**src/rtl/descrambler_sync_controller.sv**
```systemverilog
// Sequencing/lock controller for one triplicated 30-bit self-synchronising descrambler lane.
// Latency: every output is registered; decisions take effect on the edge after their inputs are sampled.
// Backpressure: none accepted; frames are observed as presented, and frameValid alone paces SEED.
//
// Ports:
//   clock, reset         single clock, synchronous active-low reset
//   frameValid           scrambled frame entering the descrambler this cycle
//   rxData               registered descrambler output (aligned with dataValid)
//   frameError           downstream bad-frame flag, honoured only on qualified frames in LOCKED
//   resyncRequest        level, forces RESET_DS from any state (no lossOfLock)
//   deScramblerReset     active-low reset to the descrambler registers
//   deScrambleEnable     descrambler flow-control enable
//   dataValid            frameValid delayed one cycle, held low in RESET_DS
//   locked, lossOfLock   lock status and one-cycle error-driven loss pulse
//   errorCount           saturating count of qualified errors seen while locked
//   syncState            0 RESET_DS, 1 SEED, 2 HUNT, 3 LOCKED
module descrambler_sync_controller #(
    parameter logic [29:0] IDLE_PATTERN = 30'h0000_0000,
    parameter int          RESET_CYCLES = 4,
    parameter int          SEED_FRAMES  = 2,
    parameter int          LOCK_COUNT   = 16,
    parameter int          HUNT_TIMEOUT = 1024,
    parameter int          WINDOW       = 64,
    parameter int          ERR_LIMIT    = 4
) (
    input  logic        clock,
    input  logic        reset,
    input  logic        frameValid,
    input  logic [29:0] rxData,
    input  logic        frameError,
    input  logic        resyncRequest,
    output logic        deScramblerReset,
    output logic        deScrambleEnable,
    output logic        dataValid,
    output logic        locked,
    output logic        lossOfLock,
    output logic [7:0]  errorCount,
    output logic [1:0]  syncState
);

    localparam logic [1:0] S_RESET_DS = 2'd0;
    localparam logic [1:0] S_SEED     = 2'd1;
    localparam logic [1:0] S_HUNT     = 2'd2;
    localparam logic [1:0] S_LOCKED   = 2'd3;

    // Terminal values; the RESET_DS and SEED counters compare against N-1 so
    // the transition lands on the Nth cycle / frame without an extra state.
    localparam logic [7:0]  RESET_LAST = 8'(RESET_CYCLES - 1);
    localparam logic [7:0]  SEED_LAST  = 8'(SEED_FRAMES - 1);
    localparam logic [7:0]  LOCK_TGT   = 8'(LOCK_COUNT);
    localparam logic [15:0] TMO_TGT    = 16'(HUNT_TIMEOUT);
    localparam logic [7:0]  WIN_TGT    = 8'(WINDOW);
    localparam logic [7:0]  ERR_TGT    = 8'(ERR_LIMIT);

    logic [1:0]  state_q,    state_d;
    logic [7:0]  rst_cnt_q,  rst_cnt_d;
    logic [7:0]  seed_cnt_q, seed_cnt_d;
    logic [7:0]  good_cnt_q, good_cnt_d;
    logic [15:0] tmo_cnt_q,  tmo_cnt_d;
    logic [7:0]  win_cnt_q,  win_cnt_d;
    logic [7:0]  werr_cnt_q, werr_cnt_d;
    logic [7:0]  err_cnt_q,  err_cnt_d;
    logic        ds_rst_n_q, ds_rst_n_d;
    logic        ds_en_q,    ds_en_d;
    logic        data_valid_q, data_valid_d;
    logic        locked_q,   locked_d;
    logic        lol_q,      lol_d;

    logic        go_reset;
    logic [7:0]  good_inc;
    logic [15:0] tmo_inc;
    logic [7:0]  win_inc;
    logic [7:0]  werr_inc;

    always_comb begin
        state_d    = state_q;
        rst_cnt_d  = rst_cnt_q;
        seed_cnt_d = seed_cnt_q;
        good_cnt_d = good_cnt_q;
        tmo_cnt_d  = tmo_cnt_q;
        win_cnt_d  = win_cnt_q;
        werr_cnt_d = werr_cnt_q;
        err_cnt_d  = err_cnt_q;
        lol_d      = 1'b0;
        go_reset   = 1'b0;
        good_inc   = 8'd0;
        tmo_inc    = 16'd0;
        win_inc    = 8'd0;
        werr_inc   = 8'd0;

        if (resyncRequest) begin
            // Outranks everything, including an error arriving this cycle,
            // so errorCount is left untouched.
            go_reset = 1'b1;
        end else begin
            case (state_q)
                S_RESET_DS: begin
                    if (rst_cnt_q == RESET_LAST) begin
                        state_d    = S_SEED;
                        seed_cnt_d = 8'd0;
                    end else begin
                        rst_cnt_d = rst_cnt_q + 8'd1;
                    end
                end
                S_SEED: begin
                    // Seed frames are counted at the descrambler input, not on dataValid.
                    if (frameValid) begin
                        if (seed_cnt_q == SEED_LAST) begin
                            state_d    = S_HUNT;
                            good_cnt_d = 8'd0;
                            tmo_cnt_d  = 16'd0;
                        end else begin
                            seed_cnt_d = seed_cnt_q + 8'd1;
                        end
                    end
                end
                S_HUNT: begin
                    if (data_valid_q) begin
                        good_inc   = (rxData == IDLE_PATTERN) ? good_cnt_q + 8'd1 : 8'd0;
                        tmo_inc    = tmo_cnt_q + 16'd1;
                        good_cnt_d = good_inc;
                        tmo_cnt_d  = tmo_inc;
                        // Lock beats timeout if both land on the same frame.
                        if (good_inc == LOCK_TGT) begin
                            state_d    = S_LOCKED;
                            win_cnt_d  = 8'd0;
                            werr_cnt_d = 8'd0;
                        end else if (tmo_inc == TMO_TGT) begin
                            go_reset = 1'b1;
                        end
                    end
                end
                default: begin // S_LOCKED
                    if (data_valid_q) begin
                        win_inc  = win_cnt_q + 8'd1;
                        werr_inc = werr_cnt_q + {7'd0, frameError};
                        if (frameError && (err_cnt_q != 8'hFF)) begin
                            err_cnt_d = err_cnt_q + 8'd1;
                        end
                        // Error limit outranks the window rollover on the same frame.
                        if (werr_inc == ERR_TGT) begin
                            go_reset = 1'b1;
                            lol_d    = 1'b1;
                        end else if (win_inc == WIN_TGT) begin
                            win_cnt_d  = 8'd0;
                            werr_cnt_d = 8'd0;
                        end else begin
                            win_cnt_d  = win_inc;
                            werr_cnt_d = werr_inc;
                        end
                    end
                end
            endcase
        end

        if (go_reset) begin
            state_d    = S_RESET_DS;
            rst_cnt_d  = 8'd0;
            seed_cnt_d = 8'd0;
            good_cnt_d = 8'd0;
            tmo_cnt_d  = 16'd0;
            win_cnt_d  = 8'd0;
            werr_cnt_d = 8'd0;
        end

        // Outputs are derived from the next state so they change on the
        // same edge as syncState.
        ds_rst_n_d   = (state_d != S_RESET_DS);
        ds_en_d      = (state_d != S_RESET_DS);
        data_valid_d = frameValid && (state_d != S_RESET_DS);
        locked_d     = (state_d == S_LOCKED);
    end

    always_ff @(posedge clock) begin
        if (!reset) begin
            state_q      <= S_RESET_DS;
            rst_cnt_q    <= 8'd0;
            seed_cnt_q   <= 8'd0;
            good_cnt_q   <= 8'd0;
            tmo_cnt_q    <= 16'd0;
            win_cnt_q    <= 8'd0;
            werr_cnt_q   <= 8'd0;
            err_cnt_q    <= 8'd0;
            ds_rst_n_q   <= 1'b0;
            ds_en_q      <= 1'b0;
            data_valid_q <= 1'b0;
            locked_q     <= 1'b0;
            lol_q        <= 1'b0;
        end else begin
            state_q      <= state_d;
            rst_cnt_q    <= rst_cnt_d;
            seed_cnt_q   <= seed_cnt_d;
            good_cnt_q   <= good_cnt_d;
            tmo_cnt_q    <= tmo_cnt_d;
            win_cnt_q    <= win_cnt_d;
            werr_cnt_q   <= werr_cnt_d;
            err_cnt_q    <= err_cnt_d;
            ds_rst_n_q   <= ds_rst_n_d;
            ds_en_q      <= ds_en_d;
            data_valid_q <= data_valid_d;
            locked_q     <= locked_d;
            lol_q        <= lol_d;
        end
    end

    assign deScramblerReset = ds_rst_n_q;
    assign deScrambleEnable = ds_en_q;
    assign dataValid        = data_valid_q;
    assign locked           = locked_q;
    assign lossOfLock       = lol_q;
    assign errorCount       = err_cnt_q;
    assign syncState        = state_q;

endmodule
```
**config.mk**
```make
export PLATFORM = sky130hd
export DESIGN_NAME = descrambler_sync_controller
export DESIGN_NICKNAME = d
export VERILOG_FILES = /design/src/rtl/descrambler_sync_controller.sv
export SDC_FILE = /design/constraint.sdc
export NUM_CORES = 1
export LEC_CHECK = 0
export BUFFER_PORTS_ARGS = -buffer_cell sky130_fd_sc_hd__buf_2
export CORE_MARGIN = 2
export CORE_UTILIZATION = 63
export DETAILED_ROUTE_END_ITERATION = 8
export PLACE_DENSITY_LB_ADDON = 0.3
export SLEW_MARGIN = 20
export SYNTH_ARGS = -nofsm -noshare
export SYNTH_HDL_FRONTEND = slang
export SYNTH_SLANG_ARGS = --single-unit
export TNS_END_PERCENT = 10
```
**constraint.sdc**
```tcl
create_clock -name clock -period 6.4 [get_ports clock]
set_input_delay 1.28 -clock clock [delete_from_list [all_inputs] [get_ports clock]]
set_output_delay 1.28 -clock clock [all_outputs]
set_load 0.05 [all_outputs]
```
==> results_dict.tcl, run 1 <==
set metrics [dict create \
    detailed_place_hpwl_um 6612 \
    grt_pass1_vias 3454 \
    drv_slew 0 \
    timing.critical_path.slowest_stage_cell "buf_4" \
    internal_power_uw 747.0 \
    p_leak_uw 0.001749 \
    ys_ff_latch 70 \
    end_kind "flop" \
    tightest_slew_ns 0.8679 \
    ir_drop_mv 0.1487 \
    wl_per_cell_um 16.18 \
    fp.dieW_um 85.57 \
    drc_errors 0 \
    power.density_nw_per_um2 202.3 \
    final_core_util 0.7296 \
    antenna_left 0 \
    synthFlopType "dfxtp_1" \
    first_pass_iters 5 \
    diodes 0 \
    combPwrFrac 0.030 \
    track_usage 0.2717 \
    clock_power_share 0.508 \
    rsz0062_at_grt "false" \
    synth_top_family_by_area "simple AND/OR/NAND/NOR gates" \
    grt_overflow 0 \
    hold_viol 0 \
    cp_max_fo 35 \
    cts_buffers 9 \
    layout-drive-gt1-share 0.2075 \
    synth_xor_area_frac 0.05015 \
    muxShareOfSynthArea 0.007463 \
    period_share 0.5768 \
    synth_cells 486 \
    yosysWarnings 0 \
    relSlewSlack 0.4192 \
    cp_top_family "compound AO/OA/AOI/OAI gates" \
    core-area_um2 6386 \
    cts.clk_slew.worst_paths_ns 0.07 \
    switchingPower_uw 195.7 \
    ios 50 \
    tritoncts "built" \
    layout.cells.most_common_list "dfxtp_1 (70), nor2_1 (59), buf_2 (49), a21oi_1 (36), nand3_1 (31)" \
    syn-cell-area_um2 4192 \
    start_kind "input port" \
    die_area_um2 7321 \
    grt_max_degree 36 \
    postCtsHoldBufs 0 \
    crit_arrival_ns 3.91 \
    h-tree-depth 3 \
    post_cts_buffers 0 \
    cts-resized-gates 0 \
    clk_latency_ns 0.36 \
    globalplace.congestion 0.8164 \
    worst_clock_skew_ns 0.01240 \
    cp.required_ns 6.62 \
    viasPerCell 6.361 \
    yosysSeqAreaShare 0.3343 \
    fmax_mhz 270.9 \
    setup_tns_ns 0 \
    syn_nets 535 \
    vias 3861 \
    setup_viol 0 \
    p_total_uw 942.7 \
    wirelength_um 9821 \
    cp_cell_sequence "buf_2 > ha_1 > ha_1 > and3_1 > a311oi_1 > a31oi_1 > nor2_1 > a311oi_4 > o21ai_4 > buf_4 > nor3_2" \
    finalNetCount 574 \
    cts_root_buf "clkbuf_8" \
    antenna_found_initial 0 \
    setup.worst_path.class "in2reg" \
    synth_compound_area_frac 0.2128 \
    grt_pass1_wl_um 15910 \
    row_count 29 \
    synth-edff-count 0 \
    status "finished clean" \
    crit_buf_inv 2 \
    yosys.area_share.simple 0.3057 \
    start_util 0.6563 \
    cp_common_cell "ha_1" \
    drtIter0Drc 166 \
    portBuffers 49 \
    final_common_cell "dfxtp_1" \
    fp.dieH_um 85.57 \
    max-cap-violations 0 \
    max_stage_delay_ns 0.55 \
    synth-async-reset-ratio 0 \
    swShare 0.2076 \
    clock-sinks 70 \
    synthDistinctLibCells 69 \
    cts_buffer_depth 2 \
    seqPwrFrac 0.463 \
    min_period_ns 3.692 \
    syn_area_per_cell_um2 8.625 \
    syn_to_final_growth_pct 11.16 \
    hp-class "reg2reg" \
    yosys.area_share.adder 0.04179 \
]
[logic make-up (layout without fill, tap and decap cells)]
group	after synthesis	after routing
adders and majority gates	14	14
muxes	3	3
and+or+nand+nor	229	229
DFF	70	70
AOI/OAI and AO/OA	113	113
xor gates and xnor gates	24	24
buffers and inverters	33	77
[power groups by stage]
stage               Combinational (uW)  Sequential (uW)  Clock [uW]
finish                            27.9              436         479
global route                      30.1              436         501
CTS                               27.8              436         483
detailed placement                27.7              446           0
global placement                  27.0              446           0
floorplan                         18.5              446           0
[cells in the mapped netlist, types with 4 or more instances]
cell	number	share of area
a31oi_1	7	0.010
buf_2	4	0.0048
clkbuf_1	8	0.0072
buf_6	4	0.011
nor3_1	10	0.012
and4_1	4	0.0084
xor2_1	14	0.029
ha_1	14	0.042
or3_1	12	0.018
inv_1	9	0.0081
nand2b_1	11	0.016
nor2_1	59	0.053
nor4_1	12	0.018
and3_1	13	0.019
nand3_1	31	0.037
o211a_1	4	0.0096
nand4b_1	4	0.0084
a311oi_2	12	0.043
nand2_1	30	0.027
xnor2_1	10	0.021
a21oi_1	37	0.044
nand4_1	7	0.010
nor3_2	12	0.029
o21ai_0	21	0.025
dfxtp_1	70	0.33
[final timing paths]
| check | from | end | slack [ns] | depth (start not counted) |
|---|---|---|---|---|
| hold / removal | werr_cnt_q[0] | werr_cnt_q[0] | 0.50 | 2 |
| hold reg to reg | werr_cnt_q[0] | werr_cnt_q[0] | 0.50 | 2 |
| setup reg to reg | tmo_cnt_q[0] | seed_cnt_q[3] | 2.83 | 9 |
| setup / recovery | frameError | seed_cnt_q[3] | 2.71 | 11 |
[registers in the layout, indices dropped and copies added (netlist names)]
name              count
good_cnt_q            8
werr_cnt_q            8
seed_cnt_q            8
tmo_cnt_q            16
rst_cnt_q             8
dataValid             1
win_cnt_q             8
locked                1
errorCount            8
deScrambleEnable      1
lossOfLock            1
syncState             2
[metal layers]
layer | part of all wire | GRT usage
met5 | 0 | 0
met4 | 0.022 | 0.1255
met3 | 0.053 | 0.04139
met2 | 0.50 | 0.4709
met1 | 0.42 | 0.3319
[tightest hold or removal path: stages (launching register included)]
cell and delay [ns]:
dfxtp_1 0.32, nand2b_1 0.08, a21oi_1 0.06
[layout make-up]
class	instances	area [um2]
clock inverter	7	146.4
timing repair buffer	51	260.3
multi-input combinational	383	2594
sequential	70	1401
fill	478	1727
clock buffer	9	123.9
inverter	10	37.54
tap	77	96.34
[per-stage QoR]
step / cells / instance area, um2 / setup WS (ns) / hold slack [ns]
finish: 607 / 4659 / 2.708 / 0.5013
detailed placement: 591 / 4385 / 2.378 / 0.4889
floorplan: 486 / 4192 / 3.102 / 0.4465
global placement: 591 / 4385 / 2.512 / 0.4649
CTS: 607 / 4656 / 2.747 / 0.5011
global route: 607 / 4659 / 2.533 / 0.5207
Power figures use the tool's default switching activity.
==> inputs of run 2 (changes only) <==
--- a/config.mk
+++ b/config.mk
@@ -7,7 +7,7 @@
 export LEC_CHECK = 0
 export BUFFER_PORTS_ARGS = -buffer_cell sky130_fd_sc_hd__buf_2
 export CORE_MARGIN = 2
-export CORE_UTILIZATION = 63
+export CORE_UTILIZATION = 53
 export DETAILED_ROUTE_END_ITERATION = 8
 export PLACE_DENSITY_LB_ADDON = 0.3
 export SLEW_MARGIN = 20
==> constraint.sdc (replaced) <==
create_clock -name clock -period 3.14 [get_ports clock]
set_input_delay 0.628 -clock clock [delete_from_list [all_inputs] [get_ports clock]]
set_output_delay 0.628 -clock clock [all_outputs]
set_load 0.05 [all_outputs]
==> results_dict.tcl, run 2 (synthesized netlist as in run 1, its figures left out) <==
set metrics [dict create \
    status "finished clean" \
    start_kind "flop" \
    drv_slew 0 \
    cts_root_buf "clkbuf_8" \
    track_usage 0.2261 \
    hold_viol 0 \
    top_register "tmo_cnt_q" \
    fp.dieW_um 92.93 \
    ir_drop_mv 0.3283 \
    clk_latency_ns 0.35 \
    antenna_left 0 \
    h-tree-depth 3 \
    cts_buffer_depth 2 \
    row_count 32 \
    hp-class "reg2reg" \
    viasPerCell 5.948 \
    clock_power_share 0.484 \
    relSlewSlack 0.4570 \
    drtIter0Drc 169 \
    grt_overflow 0 \
    p_leak_uw 0.001779 \
    layout-drive-gt1-share 0.2146 \
    detailed_place_hpwl_um 6528 \
    power.density_nw_per_um2 390.2 \
    fill_cells 687 \
    seqPwrFrac 0.483 \
    finalNetCount 580 \
    setup_tns_ns 0 \
    die_area_um2 8636 \
    cp_max_fo 21 \
    start_util 0.5452 \
    syn_to_final_growth_pct 12.63 \
    diodes 0 \
    combPwrFrac 0.033 \
    vias 3795 \
    p_total_uw 1842 \
    layout.cells.most_common_list "dfxtp_1 (70), nor2_1 (59), buf_2 (49), a21oi_1 (37), nand3_1 (31)" \
    grt_max_degree 41 \
    setup.worst_path.class "reg2reg" \
    cp.required_ns 3.35 \
    post_cts_buffers 0 \
    final_common_cell "dfxtp_1" \
    core-area_um2 7687 \
    fp.dieH_um 92.93 \
    wirelength_um 9235 \
    ios 50 \
    cts.clk_slew.worst_paths_ns 0.08 \
    worst_clock_skew_ns 0.01034 \
    grt_pass1_vias 3566 \
    min_period_ns 2.711 \
    wl_per_cell_um 14.47 \
    switchingPower_uw 379.7 \
    antenna_found_initial 0 \
    clock-sinks 70 \
    postCtsHoldBufs 0 \
    globalplace.congestion 0.8098 \
    tightest_slew_ns 0.8144 \
    internal_power_uw 1462 \
    drc_errors 0 \
    grt_pass1_wl_um 16010 \
    cts_buffers 9 \
    cts-resized-gates 0 \
    period_share 0.8634 \
    fmax_mhz 368.9 \
    end_kind "flop" \
    max-cap-violations 0 \
    rsz0062_at_grt "false" \
    crit_arrival_ns 2.92 \
    setup_viol 0 \
    largest_reg_flops 16 \
    first_pass_iters 4 \
    tritoncts "built" \
    portBuffers 49 \
    swShare 0.2061 \
]
==> run 2: final timing paths <==
path / end / cells after the start / start / slack (ns)
max reg2reg: syncState[1] / 9 / tmo_cnt_q[0] / 0.43
min: werr_cnt_q[0] / 2 / werr_cnt_q[0] / 0.49
min reg2reg: werr_cnt_q[0] / 2 / werr_cnt_q[0] / 0.49
max: syncState[1] / 9 / tmo_cnt_q[0] / 0.43
==> run 2: layer usage <==
layer  vias to the layer above  global-route usage  routed length [um]
li1                       1892                   -                   -
met1                      1790              0.2924                4320
met2                       105              0.3780                4367
met3                         8             0.05370                 491
met4                         0             0.06005                  55
met5                         -                   0                   0
==> run 2: worst max-delay path, stage by stage (launching register included) <==
cell and delay, ns:
dfxtp_1 0.39, ha_1 0.30, and3_1 0.21, nand3_1 0.28, xnor2_1 0.22, nor4_1 0.30, o2111ai_2 0.26, o21ai_4 0.21
buf_4 0.31, nor2_1 0.10
==> run 2: area by class of cell <==
cell class | instances | area [um2] | share of cell area
inverter | 10 | 37.54 | 0.007951
tap | 102 | 127.6 | 0.02703
timing repair buffer | 57 | 317.8 | 0.06732
multi-input combinational | 383 | 2590 | 0.5486
clock inverter | 6 | 108.9 | 0.02306
sequential | 70 | 1401 | 0.2968
clock buffer | 10 | 137.6 | 0.02915
==> run 2: through the flow <==
| step | hold slack [ns] | setup WS (ns) | std cells | util | instance area, um2 |
|---|---|---|---|---|---|
| after floorplan | 0.4465 | 0.4942 | 486 | - | 4192 |
| after global placement | 0.4610 | 0.2752 | 622 | 0.5820 | 4474 |
| after detailed placement | 0.4818 | 0.1645 | 622 | 0.5820 | 4474 |
| after CTS | 0.4931 | 0.4385 | 638 | 0.6141 | 4721 |
| after global routing | 0.5064 | 0.2580 | 638 | 0.6141 | 4721 |
| final | 0.4869 | 0.4290 | 638 | 0.6141 | 4721 |
==> run 2: power groups by stage <==
stage / clock [uW] / sequential (uW) / combinational, uW
2_1_floorplan: 0 / 910 / 37.7
3_3_place_gp: 0 / 910 / 59.5
3_5_place_dp: 0 / 910 / 61.3
4_1_cts: 915 / 889 / 61.3
5_1_grt: 948 / 889 / 67.1
6_report: 892 / 889 / 61.1
==> inputs of run 3 (changes only) <==
--- a/config.mk
+++ b/config.mk
@@ -10,6 +10,7 @@
 export CORE_UTILIZATION = 53
 export DETAILED_ROUTE_END_ITERATION = 8
 export PLACE_DENSITY_LB_ADDON = 0.3
+export REMOVE_ABC_BUFFERS = 1
 export SLEW_MARGIN = 20
 export SYNTH_ARGS = -nofsm -noshare
 export SYNTH_HDL_FRONTEND = slang
==> results_dict.tcl, run 3 (synthesized netlist as in run 1, its figures left out) <==
set metrics [dict create \
    postCtsHoldBufs 0 \
    wl_per_cell_um 13.95 \
    power.density_nw_per_um2 388.8 \
    rsz0062_at_grt "false" \
    fp.dieH_um 92.93 \
    p_total_uw 1838 \
    start_util 0.5452 \
    period_share 0.8202 \
    grt_overflow 0 \
    tightest_slew_ns 0.8152 \
    seqPwrFrac 0.484 \
    wirelength_um 8914 \
    detailed_place_hpwl_um 6326 \
    drc_errors 0 \
    grt_pass1_wl_um 15410 \
    status "finished clean" \
    crit_arrival_ns 2.85 \
    drtIter0Drc 122 \
    cts-resized-gates 0 \
    dp.cells 623 \
    layout-drive-gt1-share 0.2160 \
    clk_latency_ns 0.35 \
    start_kind "input port" \
    min_period_ns 2.575 \
    clock_power_share 0.484 \
    top_register "tmo_cnt_q" \
    setup_viol 0 \
    p_leak_uw 0.001782 \
    cp.required_ns 3.41 \
    grt_max_degree 49 \
    final_common_cell "dfxtp_1" \
    drv_slew 0 \
    syn_to_final_growth_pct 12.78 \
    globalplace.congestion 0.8258 \
    hold_viol 0 \
    grt_pass1_vias 3483 \
    diodes 0 \
    cts_buffer_depth 2 \
    cts_buffers 9 \
    final_cells 639 \
    die_area_um2 8636 \
    finalNetCount 581 \
    ios 50 \
    max-cap-violations 0 \
    combPwrFrac 0.032 \
    hold_path_depth 2 \
    antenna_left 0 \
    post_cts_buffers 0 \
    relSlewSlack 0.4564 \
    worst_clock_skew_ns 0.01111 \
    portBuffers 49 \
    track_usage 0.2188 \
    fp.dieW_um 92.93 \
    switchingPower_uw 393.0 \
    tritoncts "built" \
    largest_reg_flops 16 \
    ir_drop_mv 0.2748 \
    cts_root_buf "clkbuf_8" \
    r2r_cells 9 \
    clock-sinks 70 \
    fmax_mhz 388.3 \
    first_pass_iters 5 \
    cts.clk_slew.worst_paths_ns 0.08 \
    vias 3735 \
    layout.cells.most_common_list "dfxtp_1 (70), nor2_1 (59), buf_2 (49), a21oi_1 (37), nand3_1 (31)" \
    antenna_found_initial 0 \
    cp_max_fo 48 \
    setup_tns_ns 0 \
    internal_power_uw 1445 \
    viasPerCell 5.845 \
    swShare 0.2138 \
    setup.worst_path.class "in2reg" \
    hp-class "reg2reg" \
    h-tree-depth 3 \
    row_count 32 \
    end_kind "flop" \
    core-area_um2 7687 \
]
==> run 3: cell types whose count changed in the layout (fill, tap and decap cells not counted) <==
cell	previous run	this run
buf_4	7	8
clkbuf_8	10	9
clkinv_2	2	1
clkinv_4	1	2
inv_6	0	1
==> run 3: path summary, 6_finish.rpt <==
check	startpoint	to	slack [ns]
max	frameError	werr_cnt_q[3]	0.56
min	werr_cnt_q[0]	werr_cnt_q[0]	0.48
max reg2reg	tmo_cnt_q[0]	werr_cnt_q[3]	0.60
min reg2reg	werr_cnt_q[0]	werr_cnt_q[0]	0.48
==> run 3: layout make-up <==
cell class	instances	area (um2)
Clock inverter	7	121.4
Multi-Input combinational cell	383	2590
Clock buffer	9	123.9
Inverter	10	37.54
Tap cell	102	127.6
Sequential cell	70	1401
Timing Repair Buffer	58	325.3
Fill cell	686	2960
==> run 3: power by group through the flow <==
stage / sequential [uW] / combinational, uW / clock [uW]
2_1_floorplan: 910 / 24.8 / 0
3_3_place_gp: 910 / 58.8 / 0
3_5_place_dp: 910 / 60.2 / 0
4_1_cts: 889 / 60.6 / 913
5_1_grt: 889 / 65.8 / 942
6_report: 889 / 59.6 / 889
==> run 3: layer usage <==
| metal | track usage | routed length, um | vias to the layer above |
|---|---|---|---|
| li1 | - | - | 1895 |
| met1 | 0.2803 | 4213 | 1748 |
| met2 | 0.3635 | 4206 | 82 |
| met3 | 0.05777 | 432 | 10 |
| met4 | 0.06005 | 61 | 0 |
| met5 | 0 | 0 | - |
==> run 3: stage by stage <==
| stage | setup slack, ns | hold WS, ns | instance area (um2) | util |
|---|---|---|---|---|
| after floorplan | -0.04965 | 0.4498 | 4029 | - |
| after global placement | 0.2884 | 0.4620 | 4482 | 0.5830 |
| after detailed placement | 0.1976 | 0.4656 | 4482 | 0.5830 |
| after CTS | 0.5819 | 0.4784 | 4727 | 0.6149 |
| after global routing | 0.4158 | 0.4868 | 4727 | 0.6149 |
| final | 0.5646 | 0.4753 | 4727 | 0.6149 |
==> run 3: worst max-delay path, cell delays in order <==
cell and delay (ns):
buf_2 0.11, ha_1 0.23, ha_1 0.23, and3_1 0.23
and3_1 0.21, a31oi_1 0.21, nor2_1 0.12, a311oi_4 0.34
o21ai_4 0.11, buf_12 0.20, a311oi_2 0.20
